`config.mk`:
```
export PLATFORM = sky130hd
export DESIGN_NAME = control_unit
export DESIGN_NICKNAME = d
export VERILOG_FILES = /design/src/rtl/cpu_pkg.sv /design/src/rtl/instr_decoder.sv /design/src/rtl/control_unit.sv
export SDC_FILE = /design/constraint.sdc
export NUM_CORES = 1
export LEC_CHECK = 0
export ABC_AREA = 1
export BUFFER_PORTS_ARGS = -buffer_cell sky130_fd_sc_hd__buf_2
export CAP_MARGIN = 20
export CORE_AREA = 2 2 39 41
export CTS_CLUSTER_DIAMETER = 150
export DETAILED_ROUTE_END_ITERATION = 6
export DIE_AREA = 0 0 41 43
export SLEW_MARGIN = 20
export SYNTH_ARGS = -nofsm -noshare
export SYNTH_HDL_FRONTEND = slang
export SYNTH_SLANG_ARGS = --single-unit
```
`constraint.sdc`:
```
create_clock -name clk -period 3.3 [get_ports clk]
set_clock_uncertainty 0.2 [all_clocks]
set_input_delay 0.33 -clock clk [delete_from_list [all_inputs] [get_ports clk]]
set_output_delay 0.33 -clock clk [all_outputs]
set_load 0.02 [all_outputs]
```
`src/rtl/cpu_pkg.sv`:
```
`default_nettype none
// ============================================================================
// Module  : cpu_pkg
// Brief   : Opcode map and sequencer state encoding shared by the accumulator
//           CPU datapath, its control unit and the bench.
// Revision: 1.0 - initial release
// ============================================================================
package cpu_pkg;

  localparam logic [7:0] OP_NOP  = 8'h00;
  localparam logic [7:0] OP_LDAC = 8'h01;
  localparam logic [7:0] OP_STAC = 8'h02;
  localparam logic [7:0] OP_MVAC = 8'h03;
  localparam logic [7:0] OP_MOVR = 8'h04;
  localparam logic [7:0] OP_JUMP = 8'h05;
  localparam logic [7:0] OP_JMPZ = 8'h06;
  localparam logic [7:0] OP_JPNZ = 8'h07;
  localparam logic [7:0] OP_ADD  = 8'h08;
  localparam logic [7:0] OP_SUB  = 8'h09;
  localparam logic [7:0] OP_INAC = 8'h0A;
  localparam logic [7:0] OP_CLAC = 8'h0B;
  localparam logic [7:0] OP_AND  = 8'h0C;
  localparam logic [7:0] OP_OR   = 8'h0D;
  localparam logic [7:0] OP_XOR  = 8'h0E;
  localparam logic [7:0] OP_NOT  = 8'h0F;
  localparam logic [7:0] OP_HALT = 8'hFF;

  typedef enum logic [2:0] {
    FETCH   = 3'd0,
    DECODE  = 3'd1,
    ADDR_HI = 3'd2,
    ADDR_LO = 3'd3,
    EXEC_G  = 3'd4,
    HALT    = 3'd5
  } state_t;

endpackage
`default_nettype wire

```
`src/rtl/instr_decoder.sv`:
```
`default_nettype none
// ============================================================================
// Module  : instr_decoder
// Brief   : Combinational opcode classifier for the accumulator ISA.
// Revision: 1.0 - initial release
// ============================================================================
module instr_decoder
  import cpu_pkg::*;
#(
  parameter int             OPW     = 8,
  parameter logic [OPW-1:0] HALT_OP = 8'hFF
) (
  input  logic [OPW-1:0] opcode_i,
  output logic           is_gamma_o,
  output logic           is_alu_o,
  output logic           is_branch_o,
  output logic           is_halt_o,
  output logic           is_legal_o
);

  always_comb begin
    is_branch_o = (opcode_i == OPW'(OP_JUMP)) || (opcode_i == OPW'(OP_JMPZ)) ||
                  (opcode_i == OPW'(OP_JPNZ));
    is_gamma_o  = is_branch_o || (opcode_i == OPW'(OP_LDAC)) || (opcode_i == OPW'(OP_STAC));
    is_alu_o    = (opcode_i >= OPW'(OP_ADD)) && (opcode_i <= OPW'(OP_NOT));
    is_halt_o   = (opcode_i == HALT_OP);
    is_legal_o  = (opcode_i <= OPW'(OP_NOT)) || is_halt_o;
  end

endmodule
`default_nettype wire

```
`src/rtl/control_unit.sv`:
```
`default_nettype none
// ============================================================================
// Module  : control_unit
// Brief   : Fetch / address-fetch / execute sequencer driving every enable and
//           mux select of the 8-bit accumulator datapath.
// Revision: 1.0 - initial release
// ============================================================================
module control_unit
  import cpu_pkg::*;
#(
  parameter int             OPW     = 8,
  parameter logic [OPW-1:0] HALT_OP = 8'hFF
) (
  input  logic           clk,
  input  logic           reset,
  input  logic [OPW-1:0] opcode,
  input  logic           ACisZero,
  output logic           writeEnableAC,
  output logic           writeEnableR,
  output logic           writeEnableMem,
  output logic           PCEnable,
  output logic           instructionRegisterEnable,
  output logic           MSBaddressEnable,
  output logic           LSBaddressEnable,
  output logic           zeroEnable,
  output logic           muxOpcode,
  output logic           muxSelectPC,
  output logic           muxSelectAddress,
  output logic           muxSelectALUtoAC,
  output logic           muxSelectMEM_or_R_toAC,
  output logic           halted,
  output logic [2:0]     state_dbg
);

  state_t state_q, state_d;
  logic   w_is_gamma, w_is_alu, w_is_branch, w_is_halt, w_is_legal, w_taken;

  instr_decoder #(
    .OPW     (OPW),
    .HALT_OP (HALT_OP)
  ) u_decoder (
    .opcode_i    (opcode),
    .is_gamma_o  (w_is_gamma),
    .is_alu_o    (w_is_alu),
    .is_branch_o (w_is_branch),
    .is_halt_o   (w_is_halt),
    .is_legal_o  (w_is_legal)
  );

  assign w_taken = (opcode == OPW'(OP_JUMP)) ||
                   ((opcode == OPW'(OP_JMPZ)) && ACisZero) ||
                   ((opcode == OPW'(OP_JPNZ)) && !ACisZero);

  always_ff @(posedge clk or negedge reset) begin
    if (!reset) state_q <= FETCH;
    else        state_q <= state_d;
  end

  assign state_dbg = state_q;

  always_comb begin
    state_d                   = state_q;
    writeEnableAC             = 1'b0;
    writeEnableR              = 1'b0;
    writeEnableMem            = 1'b0;
    PCEnable                  = 1'b0;
    instructionRegisterEnable = 1'b0;
    MSBaddressEnable          = 1'b0;
    LSBaddressEnable          = 1'b0;
    zeroEnable                = 1'b0;
    muxOpcode                 = 1'b0;
    muxSelectPC               = 1'b0;
    muxSelectAddress          = 1'b0;
    muxSelectALUtoAC          = 1'b0;
    muxSelectMEM_or_R_toAC    = 1'b0;
    halted                    = 1'b0;

    case (state_q)
      FETCH: begin
        muxOpcode                 = 1'b1;
        instructionRegisterEnable = 1'b1;
        PCEnable                  = 1'b1;
        state_d                   = DECODE;
      end
      DECODE: begin
        state_d = FETCH;
        // Anything outside the map falls through here and executes as a NOP.
        if (w_is_legal) begin
          if (w_is_halt) begin
            state_d = HALT;
          end else if (w_is_gamma) begin
            state_d = ADDR_HI;
          end else if (w_is_alu) begin
            writeEnableAC = 1'b1;
            zeroEnable    = 1'b1;
          end else if (opcode == OPW'(OP_MOVR)) begin
            writeEnableAC    = 1'b1;
            zeroEnable       = 1'b1;
            muxSelectALUtoAC = 1'b1;
          end else if (opcode == OPW'(OP_MVAC)) begin
            writeEnableR = 1'b1;
          end
        end
      end
      ADDR_HI: begin
        MSBaddressEnable = 1'b1;
        PCEnable         = 1'b1;
        state_d          = ADDR_LO;
      end
      ADDR_LO: begin
        LSBaddressEnable = 1'b1;
        PCEnable         = 1'b1;
        state_d          = EXEC_G;
      end
      EXEC_G: begin
        state_d = FETCH;
        if (w_is_branch) begin
          muxSelectPC = w_taken;
          PCEnable    = w_taken;
        end else if (opcode == OPW'(OP_LDAC)) begin
          muxSelectAddress       = 1'b1;
          muxSelectALUtoAC       = 1'b1;
          muxSelectMEM_or_R_toAC = 1'b1;
          writeEnableAC          = 1'b1;
          zeroEnable             = 1'b1;
        end else if (opcode == OPW'(OP_STAC)) begin
          muxSelectAddress = 1'b1;
          writeEnableMem   = 1'b1;
        end
      end
      HALT: begin
        halted = 1'b1;
      end
      default: begin
        state_d = FETCH;
      end
    endcase

    // Reset is asynchronous, so the FETCH outputs must not leak while it is held.
    if (!reset) begin
      writeEnableAC             = 1'b0;
      writeEnableR              = 1'b0;
      writeEnableMem            = 1'b0;
      PCEnable                  = 1'b0;
      instructionRegisterEnable = 1'b0;
      MSBaddressEnable          = 1'b0;
      LSBaddressEnable          = 1'b0;
      zeroEnable                = 1'b0;
      muxOpcode                 = 1'b0;
      muxSelectPC               = 1'b0;
      muxSelectAddress          = 1'b0;
      muxSelectALUtoAC          = 1'b0;
      muxSelectMEM_or_R_toAC    = 1'b0;
      halted                    = 1'b0;
    end
  end

endmodule
`default_nettype wire

```
* Word level (Yosys, flattened, before mapping)
Index checks and enable logic that the tools add are counted.
** Word-level totals
- Word-level logic and storage cells :: 80
- Output and inout bits :: 17
- Register bits :: 3
- Input port bits :: 11
** Cells by class
- Equality and inequality tests :: 13
- Magnitude comparators :: 2
- Muxes and demuxes :: 51
- Reductions and logical operators :: 13
** Operator list (count)
- 1-bit 2-to-1 mux :: 44
- 8-bit by 3-bit == test with 1-bit output (second input constant) :: 4
- 8-bit by 2-bit == test with 1-bit output (second input constant) :: 2
- 3-bit one-hot mux with 5 select lines :: 1
- 8-bit by 1-bit == test with 1-bit output (second input constant) :: 1
- 8-bit == test (second input constant) :: 1
- 8-bit by 4-bit greater-or-equal comparator with 1-bit output (second input constant) :: 1
- 8-bit by 4-bit <= comparator with 1-bit output (second input constant) :: 1
- 1-bit logical OR :: 7
- 3-bit by 2-bit == test with 1-bit output (second input constant) :: 2
- 3-bit == test (second input constant) :: 2
- 3-bit 2-to-1 mux :: 2
- 1-bit one-hot mux with 2 select lines :: 3
- 3-bit by 1-bit == test with 1-bit output (second input constant) :: 1
- 1-bit logical AND :: 3
- 3-bit logical NOT :: 1
- 3-bit OR reduction :: 1
- 2-bit 2-to-1 mux :: 1
- 1-bit logical NOT :: 1

* Longest topological paths before layout
Gate-level depths: netlist of run 1.
- Depth in word-level cells :: 10
- Gate-level depth with buffers :: 7
- Depth with buffers taken out :: 7

* Modules after synthesis
Synthesis of run 1 repeated with hierarchy kept, for this count alone.
** Unflattened totals
- Cell total of the unflattened synthesis :: 103
- Area, all modules :: 515.5 µm²
** By module, submodules not included
- control_unit :: cells each 73, area an instance 399.1 µm², seq. area each 75.1 µm², times used 1
- instr_decoder :: cells each 30, area an instance 116.4 µm², seq. area each 0.0 µm², times used 1

* Least setup slack after synthesis of run 1
No wires, ideal clock.
- Path kind :: reg-to-output
- From :: reg state_q[0] (netlist: state_dbg[0])
- To :: out muxOpcode
- Data required time :: 2770 ps
- Cell stages (with the launch flop) :: 5
- Slack :: 1329 ps
- Path buffers :: 1
- Arrival time :: 1441 ps
- Path through :: dfrtp_1 -> nor2_1 -> inv_1 -> nor3_1 -> buf_4
** Between the ends
- Longest elaborated chain between the ends :: 3
** RTL lines
- start, declared :: line control_unit.sv:35 : state_t state_q, state_d;
- start signal, assigned :: line control_unit.sv:56 : else state_q <= state_d;
- 3-bit logical NOT
- 1-bit 2-to-1 mux (2 in series)
- end, declared :: line control_unit.sv:26 : output logic muxOpcode,
Every way passes these cells.

* Final worst setup path of run 1
- From :: in reset
- To :: out zeroEnable
** Between the ends
- Longest elaborated chain between the ends :: 1
** RTL lines
- start, declared :: line control_unit.sv:15 : input logic reset,
- 1-bit 2-to-1 mux :: line control_unit.sv:140 : if (!reset) begin
- end, declared :: line control_unit.sv:25 : output logic zeroEnable,
Every way passes these cells.

==> summary.md, run 1 <==
| Metric | Value |
|---|---|
| Fmax | 441 MHz |
| Die area | 1760 um2 |
| Reg2reg setup slack | 2100 ps |
| Async SR Flop Fraction | 1.00 |
| CP arrival | 1740 ps |
| Root buffer cell | clkbuf_4 |
| Post-route setup TNS | 0 ps |
| Yosys top cell area share | 0.184 |
| DR vias/cell | 4.48 |
| Max cap viols | 0 |
| Pin count of the biggest net entering global routing | 8 |
| Antenna fix cells | 0 |
| Yosys top cell by area | nand2_1 |
| Total Wirelength | 1.12 mm |
| Max FFs per register | 3 |
| Max incr delay on CP | 520 ps |
| Worst min path class | in2async |
| Final ANT Viol Nets | 0 |
| # rows | 14 |
| Syn Area/Cell | 5.65 um2 |
| Share of layout cells above drive strength 1 | 0.377 |
| Gpl congestion | 0.751 |
| Clock sinks | 3 |
| Layout area overhead | 41.1% |
| IO Port Bufs | 27 |
| Nets | 118 |
| Starting density of the core | 0.310 |
| Crit path buf inv count | 4 |
| CP Max Fanout | 7 |
| Sequential share of the synthesized area | 0.175 |
| Clk Latency, worst-skew pair | 220 ps |
| Reg area | 75.1 um2 |
| Syn Nets | 87 |
| Ys Warns | 0 |
| Critical path launch point | reset |
| Top cells by area, synth | nand2_1 18%, dfrtp_1 17%, nor2_1 16%, inv_1 9.6%, nand3_1 4.7% |
| Post-synthesis cell count | 76 |
| H-tree lvl count | 1 |
| Die X | 41 um |
| Num CTS Buffers | 3 |
| Crit-path cells | dlygate4sd3_1, buf_2, inv_1, nor3_4, nand3_2, o21ai_2, buf_2 |
| Hold Vio Cnt, Final | 0 |
| Placed Area | 569 um2 |
| Critical Path RT | 2770 ps |
| Outcome | complete, no violations |
| Register clock-pin slew on the reported worst setup and hold paths | 40 ps |
| Global-route wire length before repair | 1.73 mm |
| Cells resized by post-CTS repair | 0 |
| Grt ovf | 0 |
| Worst Tran Pin Value | 243 ps |
| EDFF count, synth | 0 |
| Crit path time final | 2270 ps |
| Syn Std Cell Area | 429 um2 |
| Slew HR | 0.838 |
| RSZ-0062 raised after global routing | false |
| First-pass DRT Iterations | 3 |
| Avg WL per Cell | 9.20 um |
| Fillers | 161 |
| Die Ht | 43 um |
| Crit-path slowest cell | dlygate4sd3_1 |
| Design area | 606 um2 |
| Final setup viols | 0 |
| Total core area | 1380 um2 |
| Post-synth top cells | 21 x nand2_1, 18 x nor2_1, 11 x inv_1 |
| DRC | 0 |
| Worst VDD drop | 0.000266 V |
| PD cells | 384 nW/um2 |
| All-Layer GR Usage | 0.136 |
| CP Class | in2out |
| IO Pins | 28 |
| CP Launch Type | primary input |
| Vias in the first global route | 492 |
| Worst Setup End Kind | output port |
| Reg-to-reg startpoint | state_dbg[1]$_DFFE_PN0P_ |
| CTS tree | built |
| Leakage | 0.370 nW |
| CP top delay family | buffers and inverters |
| Starting DRT DRC Count | 7 |
| DPL Wire Length | 976 um |
| Most frequent cell after synthesis | nand2_1 |
| Primary FF master, synth | dfrtp_1 |
| Synth Register Bits | 3 |
| Period Utilization, post-route | 0.688 |
| Vias | 547 |
| Multi-input gate area | 294 um2 |
| Most frequent cell on the critical path | buf_2 |
| Synth cell types | 19 |
| CTS Buffer Depth | 2 |
| Antenna violations before repair | 0 |
| Final Slew Violations | 0 |
| Reg-to-reg endpoint | state_dbg[1]$_DFFE_PN0P_ |
| Worst Reg-to-Reg Cells | 5 |
logic make-up after synthesis:
group / count (synthesis) / share of synthesized area
and+or+nand+nor: 55 / 0.621
buffers and inverters: 14 / 0.140
AOI/OAI and AO/OA: 4 / 0.0641
DFF: 3 / 0.175
worst max path at each step:
stage	slack (ps)	cells past startpoint	to
5_1_grt	910	7	zeroEnable
6_report	1030	7	zeroEnable
2_1_floorplan	1330	4	muxOpcode
4_1_cts	1010	6	muxSelectPC
3_3_place_gp	1470	7	muxSelectPC
3_5_place_dp	1490	7	muxSelectPC
report_power, final:
group / switching, mW / leakage, nW / internal (mW)
registers: 0.0140 / 0.0399 / 0.0449
logic: 0.0769 / 0.316 / 0.0353
clock network: 0.0161 / 0.0150 / 0.0451
total: 0.107 / 0.370 / 0.125
cells in the final DEF (no fill, tap or decap), drive strengths merged:
| cell | Yosys | routed |
|---|---|---|
| clkbuf | 0 | 4 |
| nand2 | 22 | 22 |
| inv | 12 | 12 |
| dfrtp | 3 | 3 |
| nor2 | 20 | 20 |
| nand4 | 3 | 3 |
| a21oi | 1 | 1 |
| dlygate4sd3 | 0 | 1 |
| nor3 | 3 | 3 |
| or2 | 1 | 1 |
| nand3 | 5 | 5 |
| nor3b | 1 | 1 |
| o21ai | 3 | 3 |
| buf | 2 | 27 |
timing repair:
item,CTS,global route
endpoints found under the setup margin,0,0
setup buffers,0,0
hold buffers,1,0
endpoints found under the hold margin,3,0
area by class of cell:
class,count,area share
Multi-Input combinational cell,59,0.486
Timing Repair Buffer,28,0.240
Sequential cell,3,0.124
Inverter,12,0.0744
Clock buffer,4,0.0434
Tap cell,16,0.0331
per-stage QoR:
step,hold WS [ps],std cells,total power [mW],utilization,setup slack [ps]
after floorplan,-166,76,0.137,-,1330
after global placement,-49.2,117,0.172,0.411,1470
after detailed placement,-43.1,117,0.172,0.411,1490
after CTS,255,122,0.236,0.438,1010
after global routing,256,122,0.253,0.438,913
final,257,122,0.232,0.438,1030
layer usage:
| metal | vias up | GRT usage | wire (um) |
|---|---|---|---|
| met2 | 14 | 0.256 | 601 |
| li1 | 294 | - | - |
| met1 | 239 | 0.154 | 471 |
| met5 | - | 0 | 0 |
| met4 | 0 | 0.0200 | 0 |
| met3 | 0 | 0.0157 | 49 |
(Power assumes the default switching activity.)
==> run 2: changes to the inputs <==
- ABC_AREA: 1 -> 0
- clock period: 3.3 -> 1.9 ns (I/O delays scaled with it)
==> run 2 against run 1 <==
Compared with the run above:
- the run now ends with negative setup slack left
- via count is 2.0% higher
- clock-buffer cell count did not move
- global-route usage rose by 2.1 points
- critical path depth fell by 2
- design area is 38% higher
- flip-flop and latch count is the same
- critical endpoint unchanged
- cell count fell by 7.4%
- area after synthesis down 14%
- first-iteration DRC count fell by 29%
- register-to-register slack got worse by 1900 ps
- synthesized cell count shrank 30%
==> summary.md, run 2 <==
| Metric | Value |
|---|---|
| Period Utilization, post-route | 1.16 |
| Commonest non-fill, non-tap cell in the layout | buf_4 |
| Worst min path class | in2reg |
| Final setup viols | 8 (+8) |
| Avg WL per Cell | 11.4 um (+24%) |
| Outcome | finished, violations left |
| # rows | 14 (unchanged) |
| Die Ht | 43 um (unchanged) |
| Num CTS Buffers | 3 (unchanged) |
| Root buffer cell | clkbuf_4 |
| Final core area utilization | 0.605 (+0.167) |
| Mux cell area share after synthesis | 0 (unchanged) |
| Max cap viols | 0 (unchanged) |
| Final ANT Viol Nets | 0 (unchanged) |
| Antenna violations before repair | 0 (unchanged) |
| IO Pins | 28 (unchanged) |
| Antenna fix cells | 0 (unchanged) |
| Syn Area/Cell | 6.99 um2 (+24%) |
| Fmax | 452 MHz |
| RSZ-0062 raised after global routing | true |
| Gpl congestion | 0.747 (-0.61%) |
| Vias | 558 (+2.0%) |
| Clk Latency, worst-skew pair | 230 ps (about the same) |
| Synth Area in Adders | 0 (unchanged) |
| CP top delay family | simple AND/OR/NAND/NOR gates |
| H-tree lvl count | 1 (unchanged) |
| Vias in the first global route | 463 (-5.9%) |
| Global-route wire length before repair | 1.84 mm (+6.4%) |
| PD cells | 633 nW/um2 (+65%) |
| Clock sinks | 3 (unchanged) |
| Most frequent cells in the layout | 21 x buf_4, 18 x buf_2, 7 x buf_6, 5 x nand2b_1, 5 x nor2_1 |
| Main combinational cell family by area after synthesis | simple AND/OR/NAND/NOR gates |
| Syn Std Cell Area | 370 um2 (-14%) |
| Grt ovf | 0 (unchanged) |
| Design area | 837 um2 (+38%) |
| Sequential share of the synthesized area | 0.203 (+0.0278) |
| Final Non-Filler Cells | 113 (-7.4%) |
| Leakage | 0.379 nW (+2.2%) |
| Total power | 0.530 mW (+130%) |
| Post-synth top cells | 7 x nor2_1, 5 x nand2b_1, 4 x clkbuf_1, 4 x nand2_1, 4 x nor4_1 |
| Placed Area | 651 um2 (+14%) |
| Placed cell count | 105 (-10%) |
| Share of layout cells above drive strength 1 | 0.670 (+0.293) |
| CP Launch Type | flop |
| CP Max Fanout | 3 (-4) |
| CP arrival | 1820 ps (+80 ps) |
| Hold Vio Cnt, Final | 0 (unchanged) |
| HP Start | opcode[6] |
| Crit-path slowest cell | or4b_4 |
| CP Class | reg2out |
| Worst Tran Pin Value | 381 ps (+138 ps) |
| DR vias/cell | 4.94 (+10%) |
| Worst setup margin | -310 ps (-1340 ps) |
| Crit path buf inv count | 1 (-3) |
| Starting DRT DRC Count | 5 (-2) |
| Pin count of the biggest net entering global routing | 9 (+1) |
| EDFF count, synth | 0 (unchanged) |
| Synth cell types | 26 (+7) |
| Die X | 41 um (unchanged) |
| Top cells by area, synth | dfrtp_1 20%, nand2b_1 8.4%, nor2_1 7.1%, nor4_1 6.8%, or4_1 6.1% |
| Failing checks | negative setup slack |
| Worst VDD drop | 0.000690 V (+160%) |
| Crit-path cells | nand4bb_4, or4b_4, o22a_1, nor2_4, buf_6 |
| All-Layer GR Usage | 0.157 (+0.0206) |
| Primary FF master, synth | dfrtp_1 |
| Yosys top cell by area | dfrtp_1 |
| Starting density of the core | 0.268 (-0.0425) |
| Total core area | 1380 um2 (unchanged) |
| Synth Register Bits | 3 (unchanged) |
| Post-Synth XOR/XNOR Area | 0.0473 (+0.0473) |
| Slew HR | 0.745 (-0.0927) |
| Max incr delay on CP | 500 ps (-20 ps) |
| Async SR Flop Fraction | 1.00 (unchanged) |
| Critical Path RT | 1510 ps (-1260 ps) |
| Critical path launch point | state_dbg[0]$_DFFE_PN0P_ |
| First-pass DRT Iterations | 3 (unchanged) |
| Nets | 109 (-7.6%) |
| Syn Nets | 64 (-26%) |
| Simple-Gate Fraction of Synth Area | 0.497 (-0.124) |
| Ys Warns | 0 (unchanged) |
| Reg-to-reg startpoint | state_dbg[1]$_DFFE_PN0P_ |
| DPL Wire Length | 948 um (-2.9%) |
| Post-synthesis cell count | 53 (-30%) |
| Register clock-pin slew on the reported worst setup and hold paths | 30 ps (about the same) |
| Worst Setup End Kind | output port |
| Compound-cell area share of the yosys netlist | 0.149 (+0.0845) |
| Final Slew Violations | 0 (unchanged) |
| CTS tree | built |
| Die area | 1760 um2 (unchanged) |
| Total Wirelength | 1.29 mm (+15%) |
| Yosys top cell area share | 0.203 (+0.0190) |
| Most frequent cell after synthesis | nor2_1 |
| Crit path time final | 2210 ps |
| CTS Buffer Depth | 2 (unchanged) |
| Max FFs per register | 3 (unchanged) |
| IO Port Bufs | 27 (unchanged) |
| DRC | 0 (unchanged) |
| Layout area overhead | 126% |
==> run 2: cell count changes after synthesis, moves of 2 or more <==
cell / before / now
nand4_1: 3 / 1
nor2_1: 18 / 7
or4_1: 0 / 3
clkbuf_1: 0 / 4
o21ai_2: 2 / 0
inv_1: 11 / 1
nand3_1: 4 / 0
nor4_1: 0 / 4
nand2_1: 21 / 4
a21oi_1: 1 / 3
nand2b_1: 0 / 5
==> run 2: final timing paths <==
path	to	slack, ps	depth (start not counted)
min in group asynchronous	state_dbg[1]$_DFFE_PN0P_	270	3
hold / removal	state_dbg[0]$_DFFE_PN0P_	170	5
setup reg to reg	state_dbg[1]$_DFFE_PN0P_	250	4
hold reg to reg	state_dbg[1]$_DFFE_PN0P_	500	2
max in group asynchronous	state_dbg[1]$_DFFE_PN0P_	1120	3
setup / recovery	zeroEnable	-310	5
==> run 2: cell families (layout without fill, tap and decap cells) <==
group / after synthesis / count (layout)
xor gates and xnor gates: 2 / 2
DFF: 3 / 3
AOI/OAI and AO/OA: 8 / 8
and+or+nand+nor: 32 / 32
buffers and inverters: 8 / 52
==> run 2: routing by layer <==
metal / vias up / wire length (um) / GRT usage
met4: 0 / 12 / 0.0600
li1: 280 / - / -
met1: 257 / 510 / 0.187
met3: 2 / 91 / 0.0681
met2: 19 / 673 / 0.238
met5: - / 0 / 0
==> run 2: cell type report <==
| cell class | count | area (um2) |
|---|---|---|
| fill | 119 | 547 |
| multi-input combinational | 42 | 374 |
| timing repair buffer | 47 | 337 |
| sequential | 3 | 76.3 |
| clock buffer | 4 | 26.3 |
| tap | 16 | 20.0 |
| inverter | 1 | 3.75 |
==> run 2: report_power, final <==
part	total, mW	leakage, nW	internal (mW)	switching [mW]
Clock	0.109	0.0150	0.0785	0.0308
Sequential	0.0919	0.0375	0.0786	0.0133
Combinational	0.329	0.326	0.170	0.159
==> run 2: worst register-to-register path, delay by kind of cell (launching register included) <==
| family | cells | cell delay, ps |
|---|---|---|
| compound gates | 1 | 150 |
| buf+inv | 1 | 170 |
| simple gates | 2 | 650 |
| flops | 1 | 410 |
==> run 2: stage by stage <==
| stage | setup TNS [ps] | worst slack [ps] | hold WS (ps) |
|---|---|---|---|
| 3_3_place_gp | -1380 | -184 | -43.2 |
| 2_1_floorplan | -2100 | -368 | -306 |
| 6_report | -1520 | -310 | 169 |
| 4_1_cts | -1630 | -329 | 172 |
| 5_1_grt | -2000 | -374 | 258 |
| 3_5_place_dp | -1510 | -215 | -41.0 |
==> run 2: timing repair <==
item | CTS | global route
setup endpoints to repair | 9 | 11
hold buffers | 1 | 0
setup buffers | 2 | 1
gates resized for setup | 13 | 17
pin swaps | 8 | 2
endpoints found under the hold margin | 3 | 0
